==> src/rtl/int_sched.sv <==
// Vectored interrupt scheduler for the 68000 bus: edge capture, programmable levels,
// arbitrated IPL output and per-source IACK vectors behind a 16-bit register slave.
module int_sched #(
  parameter int unsigned NSRC    = 8,
  parameter logic [7:0]  VEC_RST = 8'h40
) (
  input  logic            i_clk,
  input  logic            i_reset_n,
  input  logic [15:0]     i_data_write,
  output logic [15:0]     o_data_read,
  input  logic [7:0]      i_addr,
  input  logic            i_uds,
  input  logic            i_lds,
  input  logic            i_rw,
  input  logic            i_as,
  output logic            o_ack,
  input  logic            i_iack,
  input  logic [2:0]      i_iack_level,
  input  logic [NSRC-1:0] i_irq,
  output logic [2:0]      o_ipl_n
);

  typedef enum logic [1:0] {StIdle, StAck, StHold} state_t;

  state_t          r_state, w_state_d;
  logic            r_gen, w_gen_d;
  logic [NSRC-1:0] r_en, w_en_d, r_pend, w_pend_d, r_insv, w_insv_d, r_irq_prev;
  logic [2:0]      r_lvl [NSRC];
  logic [2:0]      w_lvl_d [NSRC];
  logic [7:0]      r_vbase, w_vbase_d;

  // Request fields captured when the access is accepted in StIdle
  logic [6:0]      r_word;
  logic            r_uds, r_lds, r_rw, r_iack;
  logic [2:0]      r_iack_level;
  logic [15:0]     r_wdata;

  logic            r_ack;
  logic [15:0]     r_data_read, w_data_read_d;
  logic [2:0]      r_ipl_n, w_ipl_n_d;

  logic [NSRC-1:0] w_rise, w_pend_w1c, w_insv_w1c, w_iack_clr;
  logic [2:0]      w_win_lvl, w_iack_idx;
  logic            w_iack_hit;
  logic            w_do, w_do_iack, w_do_wr;
  logic [15:0]     w_lvl0_rd, w_lvl1_rd;
  logic            w_unused;

  assign w_unused = ^{i_addr[0], r_wdata};

  // Descending scan: ties on level and IACK matches resolve to the lowest index
  always_comb begin
    logic c;
    w_win_lvl  = '0;
    w_iack_hit = 1'b0;
    w_iack_idx = '0;
    for (int i = NSRC - 1; i >= 0; i--) begin
      c = r_pend[i] & r_en[i] & (r_lvl[i] != 3'd0);
      if (c && (r_lvl[i] >= w_win_lvl)) w_win_lvl = r_lvl[i];
      if (c && (r_lvl[i] == r_iack_level)) begin
        w_iack_hit = 1'b1;
        w_iack_idx = 3'(i);
      end
    end
    w_ipl_n_d = (r_gen && (w_win_lvl != 3'd0)) ? ~w_win_lvl : 3'b111;
  end

  always_comb begin
    w_lvl0_rd = '0;
    w_lvl1_rd = '0;
    for (int i = 0; i < NSRC; i++) begin
      if (i < 4) w_lvl0_rd[(i % 4) * 4 +: 3] = r_lvl[i];
      else       w_lvl1_rd[(i % 4) * 4 +: 3] = r_lvl[i];
    end
  end

  always_comb begin
    w_state_d = r_state;
    unique case (r_state)
      StIdle:  if (i_as) w_state_d = StAck;
      StAck:   w_state_d = StHold;
      StHold:  if (!i_as) w_state_d = StIdle;
      default: w_state_d = StIdle;
    endcase

    w_do      = (r_state == StAck);
    w_do_iack = w_do & r_iack;
    w_do_wr   = w_do & ~r_iack & ~r_rw;

    w_rise     = i_irq & ~r_irq_prev & r_en;
    w_pend_w1c = (w_do_wr && r_word == 7'd2 && r_lds) ? r_wdata[NSRC-1:0] : '0;
    w_insv_w1c = (w_do_wr && r_word == 7'd6 && r_lds) ? r_wdata[NSRC-1:0] : '0;
    for (int i = 0; i < NSRC; i++) begin
      w_iack_clr[i] = w_do_iack & w_iack_hit & (w_iack_idx == 3'(i));
    end
    // A new edge outranks both clears; the IACK set outranks an EOI write
    w_pend_d = (r_pend & ~w_pend_w1c & ~w_iack_clr) | w_rise;
    w_insv_d = (r_insv & ~w_insv_w1c) | w_iack_clr;

    w_gen_d   = (w_do_wr && r_word == 7'd0 && r_lds) ? r_wdata[0] : r_gen;
    w_en_d    = (w_do_wr && r_word == 7'd1 && r_lds) ? r_wdata[NSRC-1:0] : r_en;
    w_vbase_d = (w_do_wr && r_word == 7'd5 && r_lds) ? r_wdata[7:0] : r_vbase;
    w_lvl_d   = r_lvl;
    for (int i = 0; i < NSRC; i++) begin
      if (w_do_wr && (r_word == 7'(3 + i / 4)) && (((i % 4) < 2) ? r_lds : r_uds)) begin
        w_lvl_d[i] = r_wdata[(i % 4) * 4 +: 3];
      end
    end

    w_data_read_d = '0;
    if (w_do_iack) begin
      w_data_read_d = w_iack_hit ? {8'h00, r_vbase + {5'b00000, w_iack_idx}} : 16'h0018;
    end else if (w_do && r_rw) begin
      case (r_word)
        7'd0:    w_data_read_d = {15'b0, r_gen};
        7'd1:    w_data_read_d = 16'(r_en);
        7'd2:    w_data_read_d = 16'(r_pend);
        7'd3:    w_data_read_d = w_lvl0_rd;
        7'd4:    w_data_read_d = w_lvl1_rd;
        7'd5:    w_data_read_d = {8'h00, r_vbase};
        7'd6:    w_data_read_d = 16'(r_insv);
        default: w_data_read_d = '0;
      endcase
    end
  end

  always_ff @(posedge i_clk or negedge i_reset_n) begin
    if (!i_reset_n) begin
      r_state      <= StIdle;
      r_gen        <= 1'b0;
      r_en         <= '0;
      r_pend       <= '0;
      r_insv       <= '0;
      r_irq_prev   <= '0;
      r_lvl        <= '{default: '0};
      r_vbase      <= VEC_RST;
      r_word       <= '0;
      r_uds        <= 1'b0;
      r_lds        <= 1'b0;
      r_rw         <= 1'b0;
      r_iack       <= 1'b0;
      r_iack_level <= '0;
      r_wdata      <= '0;
      r_ack        <= 1'b0;
      r_data_read  <= '0;
      r_ipl_n      <= 3'b111;
    end else begin
      r_state    <= w_state_d;
      r_gen      <= w_gen_d;
      r_en       <= w_en_d;
      r_pend     <= w_pend_d;
      r_insv     <= w_insv_d;
      r_irq_prev <= i_irq;
      r_lvl      <= w_lvl_d;
      r_vbase    <= w_vbase_d;
      if (r_state == StIdle && i_as) begin
        r_word       <= i_addr[7:1];
        r_uds        <= i_uds;
        r_lds        <= i_lds;
        r_rw         <= i_rw;
        r_iack       <= i_iack;
        r_iack_level <= i_iack_level;
        r_wdata      <= i_data_write;
      end
      r_ack       <= w_do;
      r_data_read <= w_data_read_d;
      r_ipl_n     <= w_ipl_n_d;
    end
  end

  assign o_ack       = r_ack;
  assign o_data_read = r_data_read;
  assign o_ipl_n     = r_ipl_n;

endmodule
==> config.mk <==
export PLATFORM = sky130hd
export DESIGN_NAME = int_sched
export DESIGN_NICKNAME = d
export VERILOG_FILES = /design/src/rtl/int_sched.sv
export SDC_FILE = /design/constraint.sdc
export NUM_CORES = 1
export LEC_CHECK = 0
export CAP_MARGIN = 25
export CORE_AREA = 5 5 173 92
export CTS_CLUSTER_DIAMETER = 60
export DETAILED_ROUTE_END_ITERATION = 16
export DIE_AREA = 0 0 178 97
export SLEW_MARGIN = 20
export SYNTH_ARGS = -nofsm -noshare
export SYNTH_HDL_FRONTEND = slang
export SYNTH_SLANG_ARGS = --single-unit
==> constraint.sdc <==
create_clock -name i_clk -period 12 [get_ports i_clk]
set_input_delay 1.2 -clock i_clk [delete_from_list [all_inputs] [get_ports i_clk]]
set_output_delay 1.2 -clock i_clk [all_outputs]
set_load 0.01 [all_outputs]
Word-level counts from Yosys, hierarchy flattened:

Cells that the tools add are included.

* flip-flop bits (word level): 116
* bits of input ports: 42
* output and inout bits: 20
* logic and storage cells: 183

* add/subtract/negate cells: 1
* $lt $le $gt $ge: 8
* equal/unequal tests: 25
* multiplexer cells: 34
* bitwise logic cells: 42
* reduce and logical (&&, ||, !) cells: 48

Operator list (count)
* 15-bit case mux with 7 select lines: 1
* 3-bit 2-to-1 mux: 17
* 8-bit AND: 5
* 1-bit logical AND: 35
* 8-bit NOT: 4
* 15-bit 2-to-1 mux: 2
* 1-bit AND: 28
* 3-bit nonzero test: 9
* 3-bit == test: 8
* 8-bit 2-to-1 mux: 3
* 7-bit by 3-bit == test with 1-bit output (second input constant): 3
* 3-bit greater-or-equal comparator: 7
* 8-bit bitwise OR: 2
* 7-bit by 2-bit == test with 1-bit output (second input constant): 2
* 3-bit == test (second input constant): 4
* 8-bit by 3-bit adder with 8-bit output: 1
* 1-bit 2-to-1 mux: 8
* 7-bit by 1-bit == test with 1-bit output (second input constant): 1
* 7-bit zero test: 1
* 3-bit by 2-bit == test with 1-bit output (second input constant): 2
* 2-bit case mux with 3 select lines: 1
* 2-bit 2-to-1 mux: 2
* 2-bit != test (second input constant): 2
* 3-bit by 1-bit == test with 1-bit output (second input constant): 1
* other kinds (8): 9

Longest topological paths before layout:

Gate-level depths: netlist (run 1).

* word-level depth: 28
* depth in mapped cells: 47
* depth with buffers taken out: 47

Least setup slack after synthesis (run 1):

OpenSTA, ideal clock, no wires.

* path kind: reg2reg
* start point: register r_lvl[2] (netlist name)
* end point: register r_ipl_n[1], in the netlist o_ipl_n[1]
* setup time: 0.077 ns
* data arrival time: 8.922 ns
* required time: 11.923 ns
* slack: 3.001 ns
* stages on the path, launching flop included: 46
* path buffers: 0
* period minus slack after synthesis: 8.999 ns
* path through: dfrtp_1 > nand3_1 > ha_1 > a21oi_2 > o21ai_4 > nand2_1 > mux2_2 > ha_1 > nor2b_1 > nor2_1 > o311ai_2 > mux2_4 > ha_1 > nand2b_1 > maj3_1 > o31ai_1 > a21oi_1 > or2_2 > [10 not listed] > or2_2 > maj3_1 > o211ai_1 > a31oi_1 > ha_1 > nand2b_1 > a21oi_1 > or3_4 > a21oi_4 > a311oi_2 > nand2b_1 > ha_1 > nand2b_1 > a21oi_1 > nor2b_1 > o21ai_0 > o21ai_0 > a21o_1

* word-level cells in the longest chain between the ends: 28
* elaborated cells on any way between the ends: 30
* classes of those cells: order compare (8); mux (9); bitwise (2); reduce/logical (11)

Ends and longest elaborated chain
* start: declaration: line 28 `logic [2:0] r_lvl [NSRC];`
* start signal: assignment: line 154 `r_lvl <= w_lvl_d;`
* branches (longest 3 deep; another with 3-bit by 1-bit greater-or-equal comparator with 1-bit output)
* 3-bit 2-to-1 mux (*): line 59 `if (c && (r_lvl[i] >= w_win_lvl)) w_win_lvl = r_lvl[i];`
* 3-bit greater-or-equal comparator: line 59
* 1-bit logical AND: line 59
* 3-bit 2-to-1 mux (*): line 59
* 3-bit greater-or-equal comparator: line 59
* 1-bit logical AND: line 59
* 3-bit 2-to-1 mux (*): line 59
* [11 not listed]
* 3-bit 2-to-1 mux (*): line 59
* 3-bit greater-or-equal comparator: line 59
* 1-bit logical AND: line 59
* 3-bit 2-to-1 mux (*): line 59
* 3-bit nonzero test: line 65 `w_ipl_n_d = (r_gen && (w_win_lvl != 3'd0)) ? ~w_win_lvl : 3'b111;`
* 1-bit logical AND: line 65
* 3-bit 2-to-1 mux (*): line 65
* net w_ipl_n_d[1]: line 40 `logic [2:0] r_ipl_n, w_ipl_n_d;`
* end signal: assignment: line 167 `r_ipl_n <= w_ipl_n_d;`
* end: declaration: line 40

Mark *: on every way through the listed nets, which the timed path passes.
A chain may end at the register's enable or synchronous reset.

Worst setup path after layout (run 1):

* start point: register r_en[7]
* end point: register r_ipl_n[1], in the netlist o_ipl_n[1]

* word-level cells in the longest chain between the ends: 28
* elaborated cells on any way between the ends: 29
* classes of those cells: order compare (7); mux (9); bitwise (3); reduce/logical (10)

Ends and longest elaborated chain
* start: declaration: line 27 `logic [NSRC-1:0] r_en, w_en_d, r_pend, w_pend_d, r_insv, w_insv_d, r_irq_prev;`
* start signal: assignment: line 150 `r_en <= w_en_d;`
* 1-bit AND (*) (2 in series): line 58 `c = r_pend[i] & r_en[i] & (r_lvl[i] != 3'd0);`
* 1-bit logical AND (*): line 59
* 3-bit 2-to-1 mux (*): line 59
* 3-bit greater-or-equal comparator: line 59
* 1-bit logical AND: line 59
* 3-bit 2-to-1 mux (*): line 59
* 3-bit greater-or-equal comparator: line 59
* 1-bit logical AND: line 59
* [12 not listed]
* 3-bit 2-to-1 mux (*): line 59
* 3-bit greater-or-equal comparator: line 59
* 1-bit logical AND: line 59
* 3-bit 2-to-1 mux (*): line 59
* 3-bit nonzero test: line 65
* 1-bit logical AND: line 65
* 3-bit 2-to-1 mux (*): line 65
* net w_ipl_n_d[1]: line 40

Mark *: on every way through the listed nets, which the timed path passes. The rest lies on a longest branch.

==> results of run 1 <==
-- layout by cell type (no fill, tap or decap), drive strengths merged, types with 6 or more instances in the layout --
cell type      instances
dfrtp                109
nand2                 73
mux2                  60
clkdlybuf4s50         55
o21ai                 35
nor2                  33
a21oi                 24
xnor2                 22
nand3                 20
clkbuf                20
inv                   18
ha                    15
nor3                  14
a22oi                 12
nand2b                11
nand3b                11
nand4                  8
nor2b                  8
and3                   8
o211ai                 7
clkinv                 7
or2                    6
and2                   6
mux2i                  6
buf                    6
a221oi                 6
-- state kept, by name (all words and copies together) (netlist names) --
| register | cells |
|---|---|
| r_insv | 8 |
| r_wdata | 14 |
| r_irq_prev | 8 |
| o_ack | 1 |
| r_word | 7 |
| r_lds | 1 |
| r_iack | 1 |
| o_data_read | 14 |
| o_ipl_n | 3 |
| r_iack_level | 3 |
| r_gen | 1 |
| r_vbase | 8 |
| r_en | 8 |
| r_uds | 1 |
| r_state | 2 |
| r_rw | 1 |
| r_lvl | 24 |
| r_pend | 8 |
-- per-layer routing --
metal,GRT usage,vias to the layer above,share of wire
met4,0.0558,0,0.015
met3,0.0654,30,0.10
met2,0.260,228,0.39
met5,0,-,0
met1,0.343,2566,0.50
li1,-,2330,-
-- path summary, 6_finish.rpt --
| path | start | endpoint | slack (ns) | depth (start not counted) |
|---|---|---|---|---|
| worst min-delay path | r_insv[7]$_DFF_PN0_ | r_insv[7]$_DFF_PN0_ | 0.50 | 2 |
| max in group asynchronous | i_reset_n | o_ipl_n[1]$_DFF_PN1_ | 10.13 | 3 |
| min in group asynchronous | i_reset_n | r_wdata[8]$_DFFE_PN0P_ | 0.76 | 1 |
| worst max register to register | r_en[7]$_DFFE_PN0P_ | o_ipl_n[1]$_DFF_PN1_ | 1.89 | 46 |
| worst max-delay path | r_en[7]$_DFFE_PN0P_ | o_ipl_n[1]$_DFF_PN1_ | 1.89 | 46 |
| worst min register to register | r_insv[7]$_DFF_PN0_ | r_insv[7]$_DFF_PN0_ | 0.50 | 2 |
-- metrics by stage --
step	worst slack, ns	instance area (sq um)	cells
4_1_cts	1.93	7580	875
5_1_grt	1.23	7610	876
6_report	1.89	7610	876
2_1_floorplan	3.00	6260	606
3_5_place_dp	2.00	7020	845
3_3_place_gp	2.32	7020	845
-- report_power, final --
part	total, mW	switching, mW	internal, mW
logic	0.202	0.0832	0.119
clock network	0.475	0.178	0.297
registers	0.572	0.127	0.445
total	1.25	0.388	0.861
-- cells by family (layout without fill, tap and decap cells) --
kind of cell,count (synthesis),count (layout),share of synthesized area
fa+ha+maj,18,18,0.0364
simple gates,212,212,0.173
other cells,1,2,0.000599
flops,113,113,0.453
buf+inv,37,109,0.0240
compound gates,131,131,0.157
xor+xnor,27,27,0.0378
mux,66,66,0.118
-- final cells by class --
class,instances,area share
inverter,18,0.00888
sequential,113,0.372
clock inverter,10,0.0115
clock buffer,20,0.0614
timing repair buffer,61,0.0809
tap,198,0.0326
multi-input combinational,456,0.432
-- critical path, delay by kind of cell, from the launching register on --
family                   cells  cell delay (ns)
adder cells (fa/ha/maj)      9             2.65
AO/OA/AOI/OAI               18             3.57
buffers and inverters        1             0.12
multiplexers                 2             0.71
AND/OR/NAND/NOR             16             2.47
flip-flops                   1             0.51
==> results.md, run 1 <==
* Outcome: complete, no violations
* CP required at 12.33 ns
* Final antenna-violating net count at 0
* Pin count of the biggest net entering global routing at 75
* Die width at 178 um
* Synth cell count leaders: 109 x dfrtp_1, 73 x nand2_1, 59 x mux2_2
* First-pass GRT wire length at 28200 um
* Core footprint at around 14000 sq um
* Tot Pwr at 1.25 mW
* WL final at 17900 um
* Slowest stage delay, CP at 0.51 ns
* DR pass1 iterations at 5
* Max Cap Viol at 0
* Final setup fails at 0
* Crit path DAT at 10.44 ns
* Final hold vios at 0
* Final hold slack at 0.498 ns
* Multi-input combinational cell area at 3290 sq um
* ANT cells at 0
* TritonCTS clock tree: built
* Total track usage at 0.211
* Area leader, netlist: dfrtp_1
* CP Max Fanout at 7
* Cell count after synthesis at roughly 610
* Fill cells at 1229
* Storage element area at 2830 sq um
* Fraction of the yosys area taken by sequential cells at 0.453
* Vias in the first global route at 5014
* Post-CTS Setup Bufs at 0
* Power Density at 164 nW/um^2
* Slowest CP cell: dfrtp_1
* HPWL after DPL at 13100 um
* Clock Tree Buf Depth at 2
* Ranking of synthesized cells by area: dfrtp_1 44%, mux2_2 11%, nand2_1 4.4%, xnor2_1 3.1%, ha_1 3.0%
* Min-Delay Path Class: reg -> reg
* Startpoint types: flip-flop
* Warnings, synthesis at 0
* Layout area overhead at 21.6%
* Asr flop ratio synth at 1.00
* GRT overflow at 0
* Period utilization at 0.843
* Drt wl/cell at a little over 20 um
* Drc violations at 0
* Vias/cell at a little under 6
* CTS Hold Buffers Added at 0
* CP Capture Type: flip-flop
* Worst Clk Skew at 0.0139 ns
* Initial antenna violation count at 0
* Cell area after synthesis at around 6300 sq um
* Post-synth top area share at 0.436
* Die H at just under 100 um
* Worst VDD drop at 0.105 mV
* Fin. max-slew vios at 0
* Setup_tns at 0 ns
* Mean Syn Cell Area at 10.3 sq um
* Ports at 62
* Leak pwr at approximately 3.2 nW
* Synth Register Bits at 113
* Row cnt at 31
* Unique cell type count in the Yosys netlist at 77
* I/O Buffers at between 50 and 60
* Post_cts resized at 0
* WS Path Type: reg -> reg
* RSZ-0062 raised after global routing: false
* Initial DRC count at 594
* Most used cell, CP: ha_1
* CTS H-tree depth at 4
* Measured slew at the worst slew-check pin at ~1.0 ns
* Final min period at 10.11 ns
* Number of enable flip-flop cells after synthesis at 0
* Worst-path clk slew at 0.05 ns
* Most frequent cell after synthesis: dfrtp_1
* Sink Count at about 110
* Initial Util at 0.442
* Slew HR at 0.328
* Via count at 5154
* Util after Layout at 0.537
* Clk Latency, worst-skew pair at 0.41 ns
* Share of post-route cells with drive strength above 1 at 0.195
* Routability Congestion at 0.928
* Max Freq at approximately 0.099 GHz
* CTS Buf Count at 17
* Die area at 17300 sq um
* Clk Tree Root Cell: clkbuf_16
* Synth Flop Type: dfrtp_1
* NumNets Final at 725
No activity file was read; power rests on OpenSTA's default activity.
==> run 2: changes to the inputs <==
clock period = 10.4 ns   (was 12 ns; I/O delays follow)
==> results.md, run 2 (synthesized netlist as in run 1, its figures left out) <==
* Row cnt at 31 (unchanged)
* TritonCTS clock tree: built
* Fin. max-slew vios at 0 (unchanged)
* Worst-path clk slew at 0.06 ns (about the same)
* R2R depth at 47 (+2.2%)
* Initial Util at 0.442 (unchanged)
* WS Path Type: reg -> reg
* Hold EP: r_insv[2]$_DFF_PN0_
* Vias in the first global route at 5043 (+0.58%)
* Flop pwr share at 0.437 (-0.021)
* Routability Congestion at 0.931 (+0.32%)
* Fill cells at 1217 (-0.98%)
* Max Cap Viol at 0 (unchanged)
* Final antenna-violating net count at 0 (unchanged)
* Final hold vios at 0 (unchanged)
* RSZ-0062 raised after global routing: false
* Slowest CP cell: dfrtp_1
* Pin count of the biggest net entering global routing at 75 (unchanged)
* Slew HR at 0.342 (+0.0132)
* Drt wl/cell at 20.6 um (+1.0%)
* Most used cell, CP: ha_1
* Worst Clk Skew at 0.0111 ns (-0.00280 ns)
* Die area at 17300 sq um (unchanged)
* Most common cell after layout, fill and taps aside: dfrtp_1
* GRT overflow at 0 (unchanged)
* Cell Int Power at 1.05 mW (+22%)
* Critical path buffers and inverters at 2 (+1)
* Total track usage at 0.214 (+0.00312)
* ANT cells at 0 (unchanged)
* Kind of cell adding the most delay to the critical path: compound AO/OA/AOI/OAI gates
* HPWL after DPL at 13400 um (+2.0%)
* NumNets Final at 728 (+0.41%)
* RR Endpoint: o_ipl_n[0]$_DFF_PN1_
* Setup_tns at 0 ns (unchanged)
* Power Density at 196 nW/um^2 (+19%)
* CP required at 10.72 ns (-1.61 ns)
* Clock Power Share at 0.407 (+0.027)
* Min-delay src: r_insv[2]$_DFF_PN0_
* CTS Buf Count at 17 (unchanged)
* Sink Count at 113 (unchanged)
* Layout area overhead at 23.0%
* Drc violations at 0 (unchanged)
* Startpoint types: flip-flop
* Hold depth at 2 (unchanged)
* Clk Latency, worst-skew pair at 0.41 ns (about the same)
* I/O Buffers at 56 (unchanged)
* Clock Tree Buf Depth at 2 (unchanged)
* Min-Delay Path Class: reg -> reg
* Measured slew at the worst slew-check pin at 0.980 ns (-0.0219 ns)
* Crit path DAT at 10.11 ns (-0.33 ns)
* Final min period at 9.80 ns (-0.314 ns)
* WL final at 18200 um (+1.6%)
* CP Capture Type: flip-flop
* Outcome: complete, no violations
* Logic pwr share at 0.156 (-0.006)
* Via count at 5158 (+0.078%)
* Final setup fails at 0 (unchanged)
* Core footprint at 14200 sq um (unchanged)
* Max Freq at 0.102 GHz (+3.2%)
* Util after Layout at 0.543 (+0.00619)
* Initial antenna violation count at 0 (unchanged)
* CTS H-tree depth at 4 (unchanged)
* Vias/cell at 5.85 (-0.49%)
* Period utilization at 0.942 (+0.0994)
* Net Sw Frac at 0.302 (-0.00845)
* Tot Pwr at 1.51 mW (+21%)
* Reg2reg start: r_en[7]$_DFFE_PN0P_
* Reg with most FFs: r_lvl
* Largest register FFs at 24 (unchanged)
* Initial DRC count at 413 (-30%)
* Ports at 62 (unchanged)
* Leak pwr at 3.20 nW (+0.92%)
* Slowest stage delay, CP at 0.52 ns (about the same)
* First-pass GRT wire length at 28500 um (+1.1%)
* Worst VDD drop at 0.126 mV (+20%)
* CP Max Fanout at 7 (unchanged)
* R2R Setup Slk at 0.60 ns (-1.29 ns)
* DR pass1 iterations at 5 (unchanged)
* Die H at 97 um (unchanged)
* Switching power total at 456 uW (+17%)
* Clk Tree Root Cell: clkbuf_16
* Die width at 178 um (unchanged)
* Share of post-route cells with drive strength above 1 at 0.199 (+0.00443)
* Most frequent cells in the layout: 109 x dfrtp_1, 73 x nand2_1, 59 x mux2_2
run 2: worst reg2reg max path, delay by kind of cell, from the launching register on:
kind | cells | cell delay (ns)
buf+inv | 2 | 0.29
compound gates | 17 | 3.00
flops | 1 | 0.52
simple gates | 17 | 2.50
mux | 2 | 0.72
fa+ha+maj | 9 | 2.67
run 2: area by class of cell:
| class | count | area, sq um | share of cell area |
|---|---|---|---|
| flip-flops and latches | 113 | 2830 | 0.368 |
| clock buffers | 19 | 433 | 0.0563 |
| well taps | 198 | 248 | 0.0322 |
| repair buffers | 64 | 634 | 0.0825 |
| multi-input cells | 456 | 3290 | 0.428 |
| clock inverters | 13 | 186 | 0.0242 |
| inverters | 18 | 67.6 | 0.00878 |
run 2: metal layers:
metal	global-route usage	vias to the layer above	share of wire
met1	0.343	2570	0.50
met4	0.0487	0	0.0080
met5	0	-	0
met3	0.0639	16	0.097
met2	0.276	230	0.40
li1	-	2342	-
run 2: repair_timing:
action / CTS / global route
buffers inserted: 0 / 1
resized for setup: 0 / 2
hold endpoints to repair: 0 / 0
endpoints found under the setup margin: 0 / 3
hold buffers: 0 / 0
run 2: worst max path at each step:
stage | from | end | slack, ns | cells after the start
after global placement | r_en[7]$_DFFE_PN0P_ | o_ipl_n[1]$_DFF_PN1_ | 0.75 | 46
after global routing | r_en[7]$_DFFE_PN0P_ | o_ipl_n[0]$_DFF_PN1_ | 0.02 | 47
after detailed placement | r_en[7]$_DFFE_PN0P_ | o_ipl_n[0]$_DFF_PN1_ | 0.40 | 46
final | r_en[7]$_DFFE_PN0P_ | o_ipl_n[0]$_DFF_PN1_ | 0.60 | 47
after floorplan | r_lvl[2]$_DFFE_PN0P_ | o_ipl_n[1]$_DFF_PN1_ | 1.40 | 45
after CTS | r_en[7]$_DFFE_PN0P_ | o_ipl_n[0]$_DFF_PN1_ | 0.33 | 46
run 2: metrics by stage:
step	worst slack, ns	hold WS (ns)	cell area (sq um)	instances
floorplan	1.40	0.444	6260	606
global placement	0.748	0.459	7030	846
detailed placement	0.404	0.469	7030	846
CTS	0.327	0.482	7650	878
global route	0.0159	0.517	7690	881
finish	0.602	0.482	7690	881
run 2: power groups by stage:
| stage | clock network [mW] | registers (mW) | logic, mW |
|---|---|---|---|
| after global routing | 0.644 | 0.672 | 0.259 |
| after detailed placement | 0 | 0.663 | 0.235 |
| after global placement | 0 | 0.660 | 0.226 |
| after CTS | 0.622 | 0.656 | 0.236 |
| final | 0.614 | 0.659 | 0.235 |
| after floorplan | 0 | 0.574 | 0.208 |
==> run 3: changes to the inputs <==
HOLD_SLACK_MARGIN = 0.02   (was default)
==> results of run 3 <==
Final layout, timing and power as in run 2 (identical DEF).
